===== config.mk =====
export PLATFORM = sky130hd
export DESIGN_NAME = am_const_bank
export DESIGN_NICKNAME = d
export VERILOG_FILES = /design/src/rtl/afg_pkg.sv /design/src/rtl/am_slew_ch.sv /design/src/rtl/am_const_bank.sv
export SDC_FILE = /design/constraint.sdc
export NUM_CORES = 1
export LEC_CHECK = 0
export CAP_MARGIN = 20
export CORE_MARGIN = 2
export CORE_UTILIZATION = 50
export DETAILED_ROUTE_END_ITERATION = 8
export PLACE_DENSITY = 0.66
export SETUP_SLACK_MARGIN = 0.15
export SYNTH_ARGS = -nofsm -noshare
export SYNTH_HDL_FRONTEND = slang
export SYNTH_SLANG_ARGS = --single-unit

===== constraint.sdc =====
create_clock -name Clock -period 8.1 [get_ports Clock]
set_input_delay 1.62 -clock Clock [delete_from_list [all_inputs] [get_ports Clock]]
set_output_delay 1.62 -clock Clock [all_outputs]
set_load 0.05 [all_outputs]

===== src/rtl/afg_pkg.sv =====
// Shared definitions for the arbitrary function generator blocks.
// Holds the amplitude-constant bank sequencing states.
package afg_pkg;

    typedef enum logic [1:0] {
        AMC_IDLE  = 2'd0,
        AMC_ARMED = 2'd1,
        AMC_RAMP  = 2'd2
    } amc_state_e;

endpackage


===== src/rtl/am_slew_ch.sv =====
// One amplitude channel: registered output that slews toward its target by
// a programmable step per enabled clock, never overshooting or wrapping.
module am_slew_ch #(
    parameter int unsigned WIDTH  = 16,
    parameter int unsigned STEP_W = 8
) (
    input  logic              Clock,
    input  logic              Reset,
    input  logic              en,
    input  logic [WIDTH-1:0]  target,
    input  logic [STEP_W-1:0] step,
    output logic [WIDTH-1:0]  dout,
    output logic              at_target
);

    // Wide enough for the unsigned distance and for any step value.
    localparam int unsigned XW = (STEP_W + 1 > WIDTH + 1) ? STEP_W + 1 : WIDTH + 1;

    logic [WIDTH-1:0] dout_q;
    logic [WIDTH-1:0] dout_d;
    logic [XW-1:0]    tgt_x;
    logic [XW-1:0]    out_x;
    logic [XW-1:0]    step_x;
    logic [XW-1:0]    mag;

    always_comb begin
        tgt_x  = XW'(target);
        out_x  = XW'(dout_q);
        step_x = XW'(step);
        if (tgt_x >= out_x) begin
            mag = tgt_x - out_x;
        end else begin
            mag = out_x - tgt_x;
        end

        dout_d = dout_q;
        if (en) begin
            if ((step == '0) || (mag <= step_x)) begin
                dout_d = target;
            end else if (tgt_x > out_x) begin
                dout_d = WIDTH'(out_x + step_x);
            end else begin
                dout_d = WIDTH'(out_x - step_x);
            end
        end
    end

    always_ff @(posedge Clock) begin
        if (!Reset) begin
            dout_q <= '0;
        end else begin
            dout_q <= dout_d;
        end
    end

    // Looks at the next value so the ramp can finish on the same edge as the final step.
    assign at_target = (dout_d == target);
    assign dout      = dout_q;

endmodule


===== src/rtl/am_const_bank.sv =====
// Double-buffered AM constant bank: host fills shadows, commit arms a transfer,
// the next period sync loads all targets at once and each channel then slews.
module am_const_bank
    import afg_pkg::*;
#(
    parameter int unsigned WIDTH    = 16,
    parameter int unsigned CHANNELS = 4,
    parameter int unsigned STEP_W   = 8
) (
    input  logic                        Clock,
    input  logic                        Reset,
    input  logic                        wr_en,
    input  logic [$clog2(CHANNELS)-1:0] wr_addr,
    input  logic [WIDTH-1:0]            wr_data,
    input  logic                        commit,
    input  logic                        sync,
    input  logic [STEP_W-1:0]           step,
    output logic [CHANNELS*WIDTH-1:0]   Dout,
    output logic                        busy,
    output logic                        pending
);

    logic [WIDTH-1:0]    shadow_q [CHANNELS];
    logic [WIDTH-1:0]    shadow_d [CHANNELS];
    logic [WIDTH-1:0]    target_q [CHANNELS];
    logic [WIDTH-1:0]    target_d [CHANNELS];
    logic [WIDTH-1:0]    ch_out   [CHANNELS];
    logic [CHANNELS-1:0] ch_at;
    amc_state_e          state_q;
    amc_state_e          state_d;
    logic                armed_q;
    logic                armed_d;
    logic                ramp_en;
    logic                all_at;

    always_comb begin
        shadow_d = shadow_q;
        if (wr_en && (32'(wr_addr) < CHANNELS)) begin
            shadow_d[wr_addr] = wr_data;
        end
    end

    assign ramp_en = (state_q == AMC_RAMP);
    assign all_at  = &ch_at;

    always_comb begin
        state_d  = state_q;
        armed_d  = armed_q;
        target_d = target_q;
        case (state_q)
            AMC_IDLE: begin
                if (commit) begin
                    state_d = AMC_ARMED;
                end
            end
            AMC_ARMED: begin
                // Targets take the registered shadows, so a same-cycle write is not seen.
                if (sync) begin
                    target_d = shadow_q;
                    state_d  = AMC_RAMP;
                end
            end
            AMC_RAMP: begin
                if (all_at) begin
                    armed_d = 1'b0;
                    state_d = (armed_q || commit) ? AMC_ARMED : AMC_IDLE;
                end else if (commit) begin
                    armed_d = 1'b1;
                end
            end
            default: begin
                state_d = AMC_IDLE;
                armed_d = 1'b0;
            end
        endcase
    end

    always_ff @(posedge Clock) begin
        if (!Reset) begin
            state_q <= AMC_IDLE;
            armed_q <= 1'b0;
            for (int unsigned i = 0; i < CHANNELS; i++) begin
                shadow_q[i] <= '0;
                target_q[i] <= '0;
            end
        end else begin
            state_q  <= state_d;
            armed_q  <= armed_d;
            shadow_q <= shadow_d;
            target_q <= target_d;
        end
    end

    for (genvar k = 0; k < CHANNELS; k++) begin : g_ch
        am_slew_ch #(
            .WIDTH  (WIDTH),
            .STEP_W (STEP_W)
        ) u_ch (
            .Clock     (Clock),
            .Reset     (Reset),
            .en        (ramp_en),
            .target    (target_q[k]),
            .step      (step),
            .dout      (ch_out[k]),
            .at_target (ch_at[k])
        );
        assign Dout[k*WIDTH +: WIDTH] = ch_out[k];
    end

    assign busy    = (state_q == AMC_RAMP);
    assign pending = (state_q == AMC_ARMED) || armed_q;

endmodule


Word level (Yosys, flattened, before mapping). Index checks and enable logic that the tools add are counted.

Add/sub/neg operators: 16. Multipliers: 0. Div/mod/pow operators: 0. Order comparisons: 14. Equality and inequality tests: 10. Shift operators: 0. Multiplexer cells: 27. Bitwise operators: 2. Reduce and logical (&&, ||, !) cells: 14.

Operators by type and width (number): 16-bit two-way mux (13); 16-bit by 16-bit subtractor with 17-bit output (8); 17-bit by 8-bit less-or-equal comparator with 1-bit output (4); 17-bit two-way mux (4); 16-bit by 8-bit adder with 16-bit output (4); 64-bit bitwise mux (1); 16-bit equality test (4); 16-bit >= comparator (4); 16-bit greater-than comparator (4); 16-bit by 8-bit subtractor with 16-bit output (4); 16-bit demux with 2-bit select (1); 8-bit zero test (1); 1-bit logical OR (6); 2-bit two-way mux (3); 2-bit one-hot mux with 3 select lines (1); 2-bit != test (second input constant) (2); 2-bit AND reduction (2); 4-bit AND reduction (1); 3-bit >= comparator (second input constant) (1); 3-bit by 1-bit less-than comparator with 1-bit output (second input constant) (1); 1-bit two-way mux (3); 3-bit by 2-bit != test with 1-bit output (second input constant) (1); 2-bit NOT with 3-bit output (1); 3-bit AND reduction (1); 8 further kinds (8).

Register bits after elaboration: 195. Latch bits: 0. Memory bits (writable): 0. Memory bits (read-only): 0. Input port bits: 31. Output and inout bits: 66. Word-level logic and storage cells: 97. Memories kept: 0.

Logic depth before layout (Yosys ltp). Gate-level depths: netlist of the first run.

Depth in word-level cells: 10. Depth in mapped cells: 25. Gate-level depth less buffers: 22.

Cells and area by module. Synthesis of the first run repeated with hierarchy kept, for this count alone.

Cells, all modules: 2826. Area total of the unflattened synthesis: 21434.3 um^2.

By module, submodules not included: am_slew_ch at g_ch[1].u_ch ... (instances 2, cells an instance 575, area each 4184.0 um^2, seq. area each 320.3 um^2); am_const_bank (instances 1, cells an instance 582, area each 4983.5 um^2, seq. area each 2622.5 um^2); am_slew_ch at g_ch[3].u_ch (instances 1, cells an instance 551, area each 4063.9 um^2, seq. area each 320.3 um^2); am_slew_ch at g_ch[0].u_ch (instances 1, cells an instance 543, area each 4018.9 um^2, seq. area each 320.3 um^2).

Worst setup path after synthesis of the first run. Ideal clock, no wire load.

Path kind: reg-to-reg. Start point: reg g_ch[3].u_ch.dout_q[1]. End point: reg armed_q. Library setup time: 134 ps. Data arrival time: 6083 ps. Required time: 7966 ps. Slack: 1882 ps. Cell stages (with the launch flop): 23. Buffers on the path: 1. Period minus slack after synthesis: 6218 ps. Path through: dfxtp_1 -> inv_1 -> ha_1 -> and2b_1 -> o2111ai_1 -> a21o_2 -> o311ai_4 -> a21oi_1 -> nor2_1 -> clkbuf_1 -> mux2i_1 -> fa_1 -> xor2_1 -> a31oi_1 -> o2111ai_1 -> or4_1 -> a2111oi_0 -> nand4_1 -> or4_1 -> nor4_1 -> o31ai_2 -> o41ai_1 -> a211oi_1.

Cells in the longest elaborated chain, start to end: 10. Elaborated cells on any way between the ends: 18. Classes of those cells: 4 x add/sub; 3 x order compare; 2 x eq/ne; 6 x mux; 3 x reduce/logical.

RTL lines: start, declared (RTL line am_slew_ch.sv:19) `logic [WIDTH-1:0] dout_q;`; start signal, assigned (RTL line am_slew_ch.sv:52) `dout_q <= dout_d;`; 16-bit by 16-bit subtractor with 17-bit output, or another cell as far along (RTL line am_slew_ch.sv:33) `mag = out_x - tgt_x;`; 17-bit two-way mux (RTL line am_slew_ch.sv:30) `if (tgt_x >= out_x) begin`; 17-bit by 8-bit less-or-equal comparator with 1-bit output (RTL line am_slew_ch.sv:38) `if ((step == '0) || (mag <= step_x)) begin`; 1-bit logical OR (RTL line am_slew_ch.sv:38); 16-bit two-way mux (RTL line am_slew_ch.sv:38); 16-bit two-way mux (*) (RTL line am_slew_ch.sv:37) `if (en) begin`; 16-bit equality test (*) (RTL line am_slew_ch.sv:57) `assign at_target = (dout_d == target);`; 4-bit AND reduction (*) (RTL line am_const_bank.sv:44) `assign all_at = &ch_at;`; 1-bit two-way mux or 3-bit by 2-bit != test with 1-bit output (tied branches); 1-bit one-hot mux with 2 select lines or 2-bit AND reduction (tied branches); end signal, assigned (RTL line am_const_bank.sv:88) `armed_q <= armed_d;`; end, declared (RTL line am_const_bank.sv:31) `logic armed_q;`.

Mark *: on every way between the ends. The rest lies on a longest branch, timed or not. A chain may end at the register's enable or synchronous reset.

Final worst setup path of the first run. Same ends and word-level chain as after synthesis.

==> results of run 1 <==
[through the flow]
stage	instances	instance area, sq um	utilization
2_1_floorplan	2842	20900	-
6_report	3373	22700	0.553
5_1_grt	3373	22700	0.553
3_5_place_dp	3343	22100	0.540
3_3_place_gp	3343	22100	0.540
4_1_cts	3373	22700	0.553
[area by class of cell]
cell class,instances,share of cell area
sequential,195,0.172
tap,532,0.0293
clock inverter,11,0.00518
clock buffer,19,0.0200
multi-input combinational,2301,0.689
inverter,186,0.0310
timing repair buffer,129,0.0538
[per-layer routing]
| metal | global-route usage | wire length, um | up-vias |
|---|---|---|---|
| met4 | 0.136 | 2990 | 0 |
| met2 | 0.551 | 34100 | 824 |
| met3 | 0.0340 | 5100 | 160 |
| met1 | 0.468 | 33700 | 10113 |
| li1 | - | - | 10061 |
| met5 | 0 | 0 | - |
[Yosys cell counts, types with 56 or more instances]
| library cell | count |
|---|---|
| nand2_1 | 431 |
| inv_1 | 181 |
| a211oi_1 | 78 |
| clkbuf_1 | 118 |
| nor2_1 | 184 |
| xnor2_1 | 160 |
| o21ai_0 | 102 |
| ha_1 | 222 |
| a21oi_1 | 353 |
| dfxtp_1 | 195 |
| a21o_1 | 60 |
| mux2i_1 | 58 |
| xor2_1 | 56 |
[registers in the layout, indices dropped and copies added (netlist names)]
signal,cells
target_q,64
armed_q,1
state_q,2
shadow_q,64
g_ch.u_ch.dout,64
[power breakdown]
part	switching, mW	internal [mW]
logic	3.44	2.39
registers	0.0995	1.01
clock network	0.421	0.447
total	3.96	3.85
[worst paths after layout]
check                  startpoint      endpoint  slack (ns)  cells past startpoint
max          g_ch[3].u_ch.dout[1]       armed_q        0.97                     23
min                  shadow_q[22]  target_q[22]        0.45                      2
max reg2reg  g_ch[3].u_ch.dout[1]       armed_q        0.97                     23
min reg2reg          shadow_q[22]  target_q[22]        0.45                      2
[cell families after synthesis]
group | count (synthesis)
AO/OA/AOI/OAI | 858
XOR/XNOR | 230
adder cells (fa/ha/maj) | 234
buffers and inverters | 346
flip-flops | 195
multiplexers | 67
AND/OR/NAND/NOR | 912
[worst max-delay path, stage by stage (launching register included)]
cell and delay [ns]:
dfxtp_1 0.56, inv_1 0.15, ha_1 0.34, and2b_1 0.15, o2111ai_1 0.18, a21o_2 0.31
o311ai_4 0.48, a21oi_1 0.24, nor2_1 0.22, buf_4 0.22, nand2_1 0.08, xnor2_1 0.13
ha_1 0.47, nor4b_1 0.24, a31oi_1 0.15, o2111ai_1 0.12, or4_1 0.57, a2111oi_0 0.31
nand4_1 0.15, or4_1 0.49, nor4_1 0.64, o31ai_2 0.20, o41ai_1 0.44, a211oi_1 0.12
[cells in the final DEF, fill, tap and decap left out, types with 12 or more instances in the layout]
| cell type | instances |
|---|---|
| nand2b_1 | 16 |
| nand3_1 | 39 |
| buf_4 | 32 |
| and2_1 | 21 |
| mux2i_1 | 58 |
| nor4_1 | 16 |
| nor2b_1 | 23 |
| nor2_1 | 184 |
| o21ai_0 | 102 |
| and3_1 | 24 |
| inv_1 | 180 |
| o211ai_1 | 30 |
| dfxtp_1 | 195 |
| nor3_1 | 41 |
| a211o_1 | 13 |
| a31oi_1 | 30 |
| o21a_1 | 31 |
| a211oi_1 | 78 |
| o2111ai_1 | 13 |
| clkbuf_16 | 17 |
| clkdlybuf4s50_1 | 96 |
| a21oi_1 | 351 |
| fa_1 | 12 |
| xnor3_1 | 13 |
| nand4_1 | 47 |
| nand2_1 | 431 |
| xnor2_1 | 160 |
| ha_1 | 222 |
| a21o_1 | 60 |
| o22ai_1 | 14 |
| xor2_1 | 56 |
| or3_1 | 16 |
==> flow_metrics.env, run 1 <==
export IMPL_synth_async_reset_ratio=0
export IMPL_synth_edf_count=0
export IMPL_core_rowCount=74
export IMPL_regArea_sq_um=3900
export IMPL_multiInputGateArea_sq_um=15600
export IMPL_drive_above_1_share=0.0412
export IMPL_drtAntennaViolNets=0
export IMPL_setup_viol=0
export IMPL_maxCapViolCount=0
export IMPL_tightestPinTransition_ns=1.20
export IMPL_place_congestion=0.970
export IMPL_critPathArrivalTime_ns=7.44
export IMPL_clock_sinks=195
export IMPL_avgSynthCellArea_sq_um=7.35
export IMPL_dieHeight_um=208
export IMPL_ys_seq_elements=195
export IMPL_hp_class="flop to flop"
export IMPL_power_mw=7.80
export IMPL_via_per_inst=6.27
export IMPL_slew_limit_headroom=0.194
export IMPL_yosysTopAreaCell="dfxtp_1"
export IMPL_root_buffer="clkbuf_16"
export IMPL_grt_pass1_vias=19881
export IMPL_synthAdderAreaFrac=0.145
export IMPL_cts_tree="built"
export IMPL_synth_top_family_by_area="compound AO/OA/AOI/OAI gates"
export IMPL_startpoint_type="flop"
export IMPL_synthesis_nets=3107
export IMPL_final_nets=3095
export IMPL_first_iter_violations=2015
export IMPL_max_freq_mhz=140
export IMPL_path_max_fanout=15
export IMPL_powerDensity_nw_per_um2=344
export IMPL_post_route_drc_count=0
export IMPL_leakage_nw=9.34
export IMPL_fp_dieW_um=208
export IMPL_period_needed_ns=7.13
export IMPL_synth_mux_area_frac=0.0327
export IMPL_wl_um=75900
export IMPL_synthesis_area_sq_um=20900
export IMPL_hold_viol=0
export IMPL_ios=97
export IMPL_yosysUniqueCellTypes=90
export IMPL_worst_slack_ns=0.973
export IMPL_core_sq_um=41000
export IMPL_crit_type="flop to flop"
export IMPL_portBuffers=96
export IMPL_via_count=21158
export IMPL_rsz0062_at_grt="false"
export IMPL_insertion_delay_ns=0.46
export IMPL_ctsResizeCount=0
export IMPL_area_delta_synth_final_pct=8.74
export IMPL_holdWs_ns=0.451
export IMPL_synth_compound_gate_area_share=0.265
export IMPL_seq_area_frac_synth=0.187
export IMPL_nFillCells=4080
export IMPL_worstPathRequired_ns=8.42
export IMPL_dpl_hpwl_um=59300
export IMPL_synth_simple_area_share=0.200
export IMPL_maxSlewViolCount=0
export IMPL_status="finished clean"
export IMPL_synthCells=2842
export IMPL_initial_utilization=0.509
export IMPL_h_tree_depth=4
export IMPL_diodes=0
export IMPL_antenna_found_initial=0
export IMPL_post_cts_buffers=0
export IMPL_first_pass_iters=6
export IMPL_track_usage=0.341
export IMPL_post_place_ws_ns=0.814
export IMPL_crit_path_end_kind="flop"
export IMPL_ys_flop_type="dfxtp_1"
export IMPL_fp_dieArea_sq_um=43400
export IMPL_synth_area_leaders="dfxtp_1 (19%), ha_1 (13%), a21oi_1 (8.5%)"
export IMPL_period_share=0.880
export IMPL_clkTransAtPathRegs_ns=0.08
export IMPL_ys_warn_count=0
export IMPL_cts_buffer_depth=2
export IMPL_cts_made_buffers=17
export IMPL_finClkSkew_ns=0.0102
export IMPL_synth_top_area_share=0.187
export IMPL_ir_worst_vdd_v=0.000177
export IMPL_grt_ovfl_total=0
export IMPL_grt_max_degree=69
export IMPL_synth_xor_area_frac=0.106
export IMPL_cts_hold_buffers=0
export IMPL_wl_per_cell_um=22.5
export IMPL_setup_tns_ns=0
export IMPL_grt_pass1_wl_um=116000
Power figures use the tool's default switching activity.
==> inputs of run 2 (changes only) <==
Settings changed: SLEW_MARGIN set to 25.
==> flow_metrics.env, run 2 (synthesis gave the netlist of run 1 again) <==
export IMPL_status="finished clean"
export IMPL_final_cell_mix="nand2_1 (431), a21oi_1 (351), ha_1 (222)"
export IMPL_core_sq_um=41000
export IMPL_cts_made_buffers=17
export IMPL_first_iter_violations=2120
export IMPL_grt_ovfl_total=0
export IMPL_maxSlewViolCount=0
export IMPL_root_buffer="clkbuf_16"
export IMPL_place_congestion=0.970
export IMPL_diodes=0
export IMPL_setup_viol=0
export IMPL_powerDensity_nw_per_um2=343
export IMPL_ctsResizeCount=0
export IMPL_crit_path_max_incr_delay_ns=0.59
export IMPL_track_usage=0.341
export IMPL_area_delta_synth_final_pct=8.64
export IMPL_portBuffers=96
export IMPL_multiInputGateArea_sq_um=15600
export IMPL_post_route_drc_count=0
export IMPL_hold_viol=0
export IMPL_wl_um=76000
export IMPL_swShare=0.508
export IMPL_p_clk_frac=0.109
export IMPL_crit_type="flop to flop"
export IMPL_crit_buf_inv=2
export IMPL_combPwrFrac=0.748
export IMPL_max_freq_mhz=141
export IMPL_clkTransAtPathRegs_ns=0.08
export IMPL_fp_dieW_um=208
export IMPL_critPathArrivalTime_ns=7.41
export IMPL_final_common_cell="nand2_1"
export IMPL_postLayoutCoreUtil=0.553
export IMPL_worstPathRequired_ns=8.42
export IMPL_initial_utilization=0.509
export IMPL_ios=97
export IMPL_period_needed_ns=7.09
export IMPL_fp_dieArea_sq_um=43400
export IMPL_ir_worst_vdd_v=0.000174
export IMPL_insertion_delay_ns=0.46
export IMPL_nFillCells=4025
export IMPL_h_tree_depth=4
export IMPL_cts_hold_buffers=0
export IMPL_p_switching_mw=3.95
export IMPL_dpl_hpwl_um=59300
export IMPL_cts_buffer_depth=2
export IMPL_grt_pass1_wl_um=116000
export IMPL_rsz0062_at_grt="false"
export IMPL_grt_pass1_vias=19696
export IMPL_dieHeight_um=208
export IMPL_hp_class="flop to flop"
export IMPL_via_per_inst=6.31
export IMPL_cpMaxStageDelayCell="nor4_1"
export IMPL_startpoint_type="flop"
export IMPL_setup_tns_ns=0
export IMPL_cts_tree="built"
export IMPL_tightestPinTransition_ns=1.01
export IMPL_clock_sinks=195
export IMPL_final_nets=3095
export IMPL_regArea_sq_um=3900
export IMPL_path_cells="inv_1 > ha_1 > and2b_1 > o2111ai_1 > a21o_2 > o311ai_4 > a21oi_1 > nor2_1 > buf_4 > nand2_1 > xnor2_1 > ha_1 > nor4b_1 > a31oi_1 > o2111ai_1 > or4_1 > a2111oi_0 > nand4_1 > or4_1 > nor4_1 > o31ai_2 > o41ai_1 > a211oi_1"
export IMPL_post_cts_buffers=0
export IMPL_first_pass_iters=6
export IMPL_via_count=21284
export IMPL_crit_path_end_kind="flop"
export IMPL_finClkSkew_ns=0.00977
export IMPL_pwr_share_seq=0.143
export IMPL_wl_per_cell_um=22.5
export IMPL_leakage_nw=9.33
export IMPL_maxCapViolCount=0
export IMPL_slew_limit_headroom=0.323
export IMPL_p_int_mw=3.83
export IMPL_antenna_found_initial=0
export IMPL_core_rowCount=74
export IMPL_grt_max_degree=69
export IMPL_path_delay_family="compound AO/OA/AOI/OAI gates"
export IMPL_drtAntennaViolNets=0
export IMPL_holdWs_ns=0.450
export IMPL_path_max_fanout=15
export IMPL_period_share=0.876
export IMPL_drive_above_1_share=0.0419
==> run 2: routing by layer <==
layer  track usage  vias to the layer above  wire length, um
met3        0.0364                      155             5390
li1              -                    10067                -
met1         0.469                    10184            33700
met5             0                        -                0
met4         0.134                        0             2910
met2         0.546                      878            34000
==> run 2: worst paths after layout <==
check	start	endpoint	slack, ns	cells past startpoint
worst max-delay path	g_ch[3].u_ch.dout[1]	armed_q	1.01	23
worst min register to register	shadow_q[62]	target_q[62]	0.45	2
worst min-delay path	shadow_q[62]	target_q[62]	0.45	2
worst max register to register	g_ch[3].u_ch.dout[1]	armed_q	1.01	23
==> run 2: power by group through the flow <==
stage,combinational [mW],sequential [mW],clock (mW)
after detailed placement,5.68,1.13,0
after global placement,5.64,1.13,0
final,5.82,1.11,0.850
after global routing,6.32,1.12,0.889
after floorplan,4.22,1.22,0
after CTS,5.71,1.11,0.855
==> run 2: worst min-delay path: stages (launching register included) <==
cell and delay (ns):
dfxtp_1 0.31, nand2_1 0.05, a21oi_1 0.05
==> run 2: per-stage QoR <==
step | instances | setup slack, ns | cell area, sq um | total power [mW]
after floorplan | 2842 | 1.88 | 20900 | 5.43
after global placement | 3343 | 0.864 | 22100 | 6.77
after detailed placement | 3343 | 0.806 | 22100 | 6.81
after CTS | 3374 | 1.10 | 22700 | 7.67
after global routing | 3374 | 0.651 | 22700 | 8.33
final | 3374 | 1.01 | 22700 | 7.78
==> run 2: cell type report <==
class | instances | share of cell area
multi-input cells | 2301 | 0.689
flip-flops and latches | 195 | 0.172
repair buffers | 129 | 0.0536
inverters | 186 | 0.0311
well taps | 532 | 0.0293
clock buffers | 18 | 0.0189
clock inverters | 13 | 0.00546
==> inputs of run 3 (changes only) <==
Settings changed: CAP_MARGIN 20 to 30.
==> flow_metrics.env, run 3 (synthesis gave the netlist of run 1 again) <==
export IMPL_status="finished clean"
export IMPL_dpl_hpwl_um=59300
export IMPL_h_tree_depth=4
export IMPL_area_delta_synth_final_pct=8.70
export IMPL_max_freq_mhz=142
export IMPL_fp_dieArea_sq_um=43400
export IMPL_setup_viol=0
export IMPL_design_area_sq_um=22700
export IMPL_period_needed_ns=7.05
export IMPL_setup_tns_ns=0
export IMPL_gr_usage_met2=0.546
export IMPL_initial_utilization=0.509
export IMPL_powerDensity_nw_per_um2=343
export IMPL_final_common_cell="nand2_1"
export IMPL_cts_made_buffers=17
export IMPL_worst_slack_ns=1.05
export IMPL_post_cts_buffers=0
export IMPL_track_usage=0.341
export IMPL_wl_per_cell_um=22.5
export IMPL_ctsResizeCount=0
export IMPL_r2r_start="g_ch[3].u_ch.dout[1]"
export IMPL_clkTransAtPathRegs_ns=0.08
export IMPL_hp_class="flop to flop"
export IMPL_post_route_drc_count=0
export IMPL_cp_startpoint="g_ch[3].u_ch.dout[1]"
export IMPL_maxCapViolCount=0
export IMPL_finClkSkew_ns=0.0104
export IMPL_first_pass_iters=6
export IMPL_portBuffers=96
export IMPL_holdWs_ns=0.449
export IMPL_min_from="shadow_q[41]"
export IMPL_ff2ff_path_depth=23
export IMPL_crit_path_end_kind="flop"
export IMPL_cts_buffer_depth=2
export IMPL_critPathArrivalTime_ns=7.37
export IMPL_cts_tree="built"
export IMPL_crit_type="flop to flop"
export IMPL_ir_worst_vdd_v=0.000173
export IMPL_swShare=0.507
export IMPL_via_per_inst=6.31
export IMPL_first_iter_violations=2062
export IMPL_grt_pass1_wl_um=116000
export IMPL_antenna_found_initial=0
export IMPL_drive_above_1_share=0.0422
export IMPL_final_cells=3375
export IMPL_pwr_share_seq=0.143
export IMPL_rsz0062_at_grt="false"
export IMPL_leakage_nw=9.34
export IMPL_power_mw=7.78
export IMPL_combPwrFrac=0.748
export IMPL_grt_ovfl_total=0
export IMPL_grt_use_met3=0.0364
export IMPL_hold_viol=0
export IMPL_grtUsageMet1=0.469
export IMPL_endpoint="armed_q"
export IMPL_drtAntennaViolNets=0
export IMPL_via_count=21288
export IMPL_grt_max_degree=69
export IMPL_final_nets=3096
export IMPL_reg2reg_slack_ns=1.05
export IMPL_clock_sinks=195
export IMPL_wl_um=75800
export IMPL_p_int_mw=3.83
export IMPL_insertion_delay_ns=0.46
export IMPL_cts_hold_buffers=0
export IMPL_top_usage_layer="met2"
export IMPL_startpoint_type="flop"
export IMPL_core_sq_um=41000
export IMPL_ios=97
export IMPL_postLayoutCoreUtil=0.553
export IMPL_path_max_fanout=15
export IMPL_place_congestion=0.970
export IMPL_root_buffer="clkbuf_16"
export IMPL_tightestPinTransition_ns=0.909
export IMPL_period_share=0.870
export IMPL_post_place_ws_ns=0.806
export IMPL_grt_pass1_vias=19696
export IMPL_placed_cells=3343
export IMPL_p_clk_frac=0.109
export IMPL_post_dp_cell_area_sq_um=22100
export IMPL_maxSlewViolCount=0
export IMPL_nFillCells=4026
export IMPL_core_rowCount=74
export IMPL_final_cell_mix="nand2_1 (431), a21oi_1 (351), ha_1 (222)"
export IMPL_r2r_end="armed_q"
export IMPL_p_switching_mw=3.95
export IMPL_dieHeight_um=208
export IMPL_slew_limit_headroom=0.392
export IMPL_diodes=0
export IMPL_worstPathRequired_ns=8.42
export IMPL_fp_dieW_um=208
## run 3: cell count changes in the layout (fill, tap and decap cells not counted)
| cell | delta |
|---|---|
| buf_6 | +1 |
## run 3: worst min-delay path by stage
stage | slack (ns) | end | cells past startpoint
after floorplan | 0.43 | target_q[6] | 2
after global placement | 0.44 | target_q[56] | 2
after detailed placement | 0.44 | target_q[51] | 2
after CTS | 0.45 | target_q[16] | 2
after global routing | 0.47 | target_q[59] | 2
final | 0.45 | target_q[41] | 2
## run 3: cell type report
class	instances	area, sq um	area share
multi-input cells	2301	15600	0.689
flip-flops and latches	195	3900	0.172
repair buffers	130	1230	0.0541
inverters	186	704	0.0310
well taps	532	666	0.0293
clock buffers	18	429	0.0189
clock inverters	13	124	0.00546
## run 3: routing by layer
layer	vias up	part of all wire
met5	-	0
met4	0	0.040
met3	165	0.077
met2	918	0.45
met1	10128	0.44
li1	10077	-
## run 3: worst max-delay path, stage by stage, from the launching register on
cell and delay (ns):
dfxtp_1 0.57, inv_1 0.15, ha_1 0.34, and2b_1 0.15
o2111ai_1 0.18, a21o_2 0.30, o311ai_4 0.48, a21oi_1 0.25
nor2_1 0.22, buf_4 0.22, nand2_1 0.09, xnor2_1 0.13
ha_1 0.46, nor4b_1 0.23, a31oi_1 0.15, o2111ai_1 0.12
or4_1 0.54, a2111oi_0 0.33, nand4_1 0.17, or4_1 0.50
nor4_1 0.57, o31ai_2 0.21, o41ai_1 0.41, a211oi_1 0.12
## run 3: power by group through the flow
stage / sequential, mW / combinational (mW) / clock, mW
floorplan: 1.22 / 4.22 / 0
global placement: 1.13 / 5.64 / 0
detailed placement: 1.13 / 5.68 / 0
CTS: 1.11 / 5.71 / 0.855
global route: 1.12 / 6.32 / 0.889
finish: 1.11 / 5.82 / 0.850
